===== src/rtl/fetch_pkg.sv =====
// Shared types for the instruction-fetch stage: FSM state, redirect kind and the IF/ID register layout.
package fetch_pkg;

  typedef enum logic {
    FETCH = 1'b0,
    FAULT = 1'b1
  } fetch_state_t;

  typedef enum logic {
    RD_BR   = 1'b0,
    RD_JALR = 1'b1
  } redirect_kind_t;

  // addi x0,x0,0
  localparam logic [31:0] NOP_INSTR_DEF = 32'h0000_0013;

  typedef struct packed {
    logic        valid;
    logic [31:0] instr;
    logic [31:0] pc;
    logic [31:0] pc_plus4;
  } if_id_t;

endpackage


===== src/rtl/next_pc_gen.sv =====
// Combinational next-PC selection: sequential PC+4 or EX-stage redirect target with alignment check.
module next_pc_gen
  import fetch_pkg::*;
(
  input  logic [31:0]    pc_i,
  input  logic           redirect_i,
  input  redirect_kind_t kind_i,
  input  logic [31:0]    base_i,
  input  logic [31:0]    imm_i,
  output logic [31:0]    next_pc_o,
  output logic [31:0]    pc_plus4_o,
  output logic           misaligned_o
);

  logic [31:0] sum;
  logic [31:0] target;

  always_comb begin
    sum        = base_i + imm_i;
    target     = (kind_i == RD_JALR) ? (sum & ~32'h1) : sum;
    pc_plus4_o = pc_i + 32'd4;
    next_pc_o  = redirect_i ? target : pc_plus4_o;
    // JALR clears bit0 only, so a target ending in 2'b10 still faults here
    misaligned_o = redirect_i && (target[1:0] != 2'b00);
  end

endmodule


===== src/rtl/fetch_stage.sv =====
// Instruction-fetch stage: PC register, FETCH/FAULT FSM, ROM address drive and IF/ID pipeline register.
//   state | meaning
//   FETCH | fetching from rom_addr_o = pc each cycle
//   FAULT | halted on misaligned target or out-of-range PC; left only by reset
module fetch_stage
  import fetch_pkg::*;
#(
  parameter logic [31:0] RESET_PC  = 32'h0000_0000,
  parameter int unsigned ROM_BYTES = 256,
  parameter logic [31:0] NOP_INSTR = NOP_INSTR_DEF
) (
  input  logic        clk_i,
  input  logic        rst_ni,
  input  logic        stall_i,
  input  logic        flush_i,
  input  logic        redirect_i,
  input  logic        redirect_kind_i,
  input  logic [31:0] redirect_base_i,
  input  logic [31:0] redirect_imm_i,
  output logic [31:0] rom_addr_o,
  input  logic [31:0] rom_dout_i,
  output logic        if_id_valid_o,
  output logic [31:0] if_id_instr_o,
  output logic [31:0] if_id_pc_o,
  output logic [31:0] if_id_pc_plus4_o,
  output logic        fault_o
);

  localparam logic [31:0] LAST_PC = 32'(ROM_BYTES - 4);

  fetch_state_t state_q, state_d;
  logic [31:0]  pc_q, pc_d;
  if_id_t       if_id_q, if_id_d;

  logic [31:0]  next_pc;
  logic [31:0]  pc_plus4;
  logic         misaligned;
  logic         out_of_range;
  if_id_t       bubble;

  next_pc_gen u_next_pc_gen (
    .pc_i         (pc_q),
    .redirect_i   (redirect_i),
    .kind_i       (redirect_kind_t'(redirect_kind_i)),
    .base_i       (redirect_base_i),
    .imm_i        (redirect_imm_i),
    .next_pc_o    (next_pc),
    .pc_plus4_o   (pc_plus4),
    .misaligned_o (misaligned)
  );

  assign out_of_range = (pc_q > LAST_PC);

  always_comb begin
    bubble   = '{valid: 1'b0, instr: NOP_INSTR, pc: if_id_q.pc, pc_plus4: if_id_q.pc_plus4};
    state_d  = state_q;
    pc_d     = pc_q;
    if_id_d  = if_id_q;

    case (state_q)
      FETCH: begin
        if (redirect_i) begin
          // wrong-path instruction at pc_q is squashed either way
          if_id_d = bubble;
          if (misaligned) begin
            state_d = FAULT;
          end else begin
            pc_d = next_pc;
          end
        end else if (stall_i) begin
          if (flush_i) begin
            if_id_d = bubble;
          end
        end else if (out_of_range) begin
          state_d = FAULT;
          if_id_d = bubble;
        end else begin
          pc_d = next_pc;
          if (flush_i) begin
            if_id_d = bubble;
          end else begin
            if_id_d = '{valid: 1'b1, instr: rom_dout_i, pc: pc_q, pc_plus4: pc_plus4};
          end
        end
      end
      FAULT: begin
        if_id_d = bubble;
      end
      default: begin
        state_d = FAULT;
        if_id_d = bubble;
      end
    endcase
  end

  always_ff @(posedge clk_i) begin
    if (!rst_ni) begin
      state_q <= FETCH;
      pc_q    <= RESET_PC;
      if_id_q <= '{valid: 1'b0, instr: NOP_INSTR, pc: 32'h0, pc_plus4: 32'h0};
    end else begin
      state_q <= state_d;
      pc_q    <= pc_d;
      if_id_q <= if_id_d;
    end
  end

  assign rom_addr_o       = pc_q;
  assign if_id_valid_o    = if_id_q.valid;
  assign if_id_instr_o    = if_id_q.instr;
  assign if_id_pc_o       = if_id_q.pc;
  assign if_id_pc_plus4_o = if_id_q.pc_plus4;
  assign fault_o          = (state_q == FAULT);

endmodule

===== config.mk =====
export PLATFORM = sky130hd
export DESIGN_NAME = fetch_stage
export DESIGN_NICKNAME = d
export VERILOG_FILES = /design/src/rtl/fetch_pkg.sv /design/src/rtl/next_pc_gen.sv /design/src/rtl/fetch_stage.sv
export SDC_FILE = /design/constraint.sdc
export NUM_CORES = 1
export LEC_CHECK = 0
export ABC_AREA = 1
export CAP_MARGIN = 0
export CORE_UTILIZATION = 47
export CTS_BUF_LIST = sky130_fd_sc_hd__clkbuf_8
export DETAILED_ROUTE_END_ITERATION = 10
export GPL_ROUTABILITY_DRIVEN = 0
export GPL_TIMING_DRIVEN = 0
export PLACE_DENSITY = 0.83
export SLEW_MARGIN = 5
export SYNTH_ARGS = -nofsm -noshare
export SYNTH_HDL_FRONTEND = slang
export SYNTH_SLANG_ARGS = --single-unit

===== constraint.sdc =====
create_clock -name clk_i -period 2.4 [get_ports clk_i]
set_input_delay 0.36 -clock clk_i [delete_from_list [all_inputs] [get_ports clk_i]]
set_output_delay 0.36 -clock clk_i [all_outputs]
set_load 0.1 [all_outputs]

==> impl_metrics.tcl <==
set metrics [dict create \
    synthSimpleGateAreaFrac_pct 35.3 \
    startpoint "if_id_instr_o[21]" \
    drt_iter0_markers 567 \
    slowest_stage "clkdlybuf4s50_1" \
    ys_warn_count 0 \
    cap_violations 0 \
    critical_path_buf_inv_count 1 \
    mostFrequentLayoutCell "nand2_1" \
    synth_seq_area_share_pct 38.1 \
    root_buffer "clkbuf_8" \
    viasPerCell 4.94 \
    r2r_setup_slack_ps 440 \
    ant_nets 0 \
    dr.pass1.iters 5 \
    reg2reg_depth 10 \
    cp_cell_sequence "clkdlybuf4s50_1" \
    switching_share_pct 33.4 \
    worstSkewPairLatency_ps 430 \
    drc_errors 0 \
    io_pins 232 \
    final_cell_mix "390 x nand2_1, 214 x clkdlybuf4s50_1, 130 x inv_1" \
    fp.dieArea_um2 14800 \
    path_clk_slew_ps 70 \
    fmax_mhz 425 \
    r2r-start "rom_addr_o[2]" \
    synth_top_cell_by_area "dfxtp_1" \
    cts_htree_levels 4 \
    vias 7373 \
    overflow 0 \
    status "completed" \
    syn2layout_area_growth_pct 45.2 \
    antenna_cells 0 \
    crit_fanout 2 \
    hold_path.class "primary input to flop" \
    synthAdderAreaFrac_pct 6.25 \
    p_per_area_nw_per_um2 618 \
    leakagePower_nw 4.63 \
    synthCells 1049 \
    netlist_top_cells_area "dfxtp_1 38%, nand2_1 22%, inv_1 7.1%" \
    cp_data_arrival_time_ps 1990 \
    pwr-share-clk_pct 34.6 \
    rows 43 \
    clk_path_buf_depth 2 \
    grt_pass1_vias 6437 \
    synth_xor_area_share_pct 1.17 \
    worst_slack_ps 45.8 \
    antenna_found_initial 0 \
    tightest_slew_ps 1040 \
    endpoint_kind "output pin" \
    p_seq_share_pct 37.4 \
    hold_viol_final 0 \
    r2r_end "rom_addr_o[31]" \
    cts_sinks 128 \
    critPathLaunchType "flop" \
    postLayoutCoreUtil_pct 70.1 \
    place_hpwl_mm 15.7 \
    crit_type "flop to output pin" \
    cts_hold_buf 0 \
    grt_pass1_wl_mm 31.1 \
    synth_mux_area_share_pct 0 \
    fin_cells 1493 \
    cts_tree "yes" \
    slew_headroom_pct 30.2 \
    syn-cell-area_um2 6720 \
    wl_per_cell_um 13.4 \
    die_h_um 122 \
    total_power_mw 6.03 \
    port_buffers 230 \
    crit_family "buffers and inverters" \
    core_um2 13900 \
    fin_skew_ps 11.9 \
    p_sw_mw 2.02 \
    dieWidth_um 122 \
    initial_core_util_pct 48.2 \
    p_int_mw 4.02 \
    setup_viol 0 \
    dp.cells 1459 \
    avgSynthCellArea_um2 6.41 \
    ir_drop_mv 0.615 \
    synth_top_area_share_pct 38.1 \
    fin_crit_sh_pct 98.1 \
    tns_ps 0 \
    place_worst_setup_slack_ps -618 \
    drive_above_1_share_pct 5.10 \
    postSynthRegisterBits 128 \
    syn_nets 1184 \
    slew_violations 0 \
    layout_min_cycle_time_ps 2350 \
    crit_end "if_id_instr_o[21]" \
    grt_max_degree 17 \
    track_usage_pct 26.8 \
    cp_slowest_stage_delay_ps 1160 \
    crit_cells 1 \
    synth_top_family_by_area "simple AND/OR/NAND/NOR gates" \
    numCtsBuffers 17 \
    synth_cell_types 31 \
    power_frac_comb_pct 28.0 \
    wl_mm 19.9 \
    cp_data_required_time_ps 2040 \
    synth_compound_area_share_pct 9.23 \
    final_nets 1436 \
]
-- registers in the layout, summed over array words and instances (netlist names) --
register	flops
if_id_instr_o	32
if_id_pc_o	32
rom_addr_o	32
if_id_pc_plus4_o	30
fault_o	1
if_id_valid_o	1
-- synthesized netlist by cell type, drive strengths merged --
library cell	n
nand2	391
inv	131
dfxtp	128
nor2	124
a21oi	88
nand3	57
ha	32
o21ai	27
clkbuf	18
buf	16
nand3b	8
nor3	6
or2	5
xor2	5
xnor2	4
o22ai	3
a21o	2
and2	1
fa	1
nand4	1
o21bai	1
-- final cells by class --
class | count | area, um2
buffer | 34 | 174
clock buffer | 19 | 262
clock inverter | 12 | 191
fill | 1155 | 4170
inverter | 131 | 492
multi-input combinational | 756 | 3500
sequential | 128 | 2560
tap | 180 | 225
timing repair buffer | 233 | 2350
-- power by group through the flow --
stage | clock, mW | sequential [mW] | combinational (mW)
6_report | 2.09 | 2.25 | 1.69
5_1_grt | 2.22 | 2.26 | 1.83
4_1_cts | 2.11 | 2.25 | 1.67
3_5_place_dp | 0 | 2.30 | 1.67
3_3_place_gp | 0 | 2.30 | 1.65
2_1_floorplan | 0 | 2.74 | 0.714
-- logic make-up after synthesis --
kind of cell	count (synthesis)
fa+ha+maj	33
buf+inv	165
flops	128
xor+xnor	9
simple gates	593
compound gates	121
-- metal layers --
layer / global-route usage (%) / wire length, um
met4: 7.41 / 407
met5: 0 / 0
met1: 35.9 / 8870
met2: 43.5 / 9260
met3: 5.57 / 1400
-- through the flow --
step                      cell area, um2  hold slack, ps
final                               9760             405
after floorplan                     6730             488
after CTS                           9710             384
after global routing                9760             435
after detailed placement            9250             427
after global placement              9250             425
-- worst min path at each step --
stage / end / start / depth (start not counted) / slack, ps
4_1_cts: rom_addr_o[7] / redirect_i / 5 / 380
3_5_place_dp: if_id_pc_o[16] / if_id_pc_o[16] / 2 / 430
2_1_floorplan: if_id_instr_o[0] / rom_dout_i[0] / 2 / 490
5_1_grt: rom_addr_o[7] / redirect_i / 5 / 440
6_report: rom_addr_o[7] / redirect_i / 5 / 400
3_3_place_gp: if_id_pc_o[22] / if_id_pc_o[22] / 2 / 420
-- repair_timing --
item / 4_1_cts / 5_1_grt
resized for setup: 6 / 14
buffers inserted: 0 / 3
endpoints found under the hold margin: 0 / 0
endpoints found under the setup margin: 19 / 42
pin swaps: 0 / 1
Note: power is estimated with default switching activity, not from simulation.
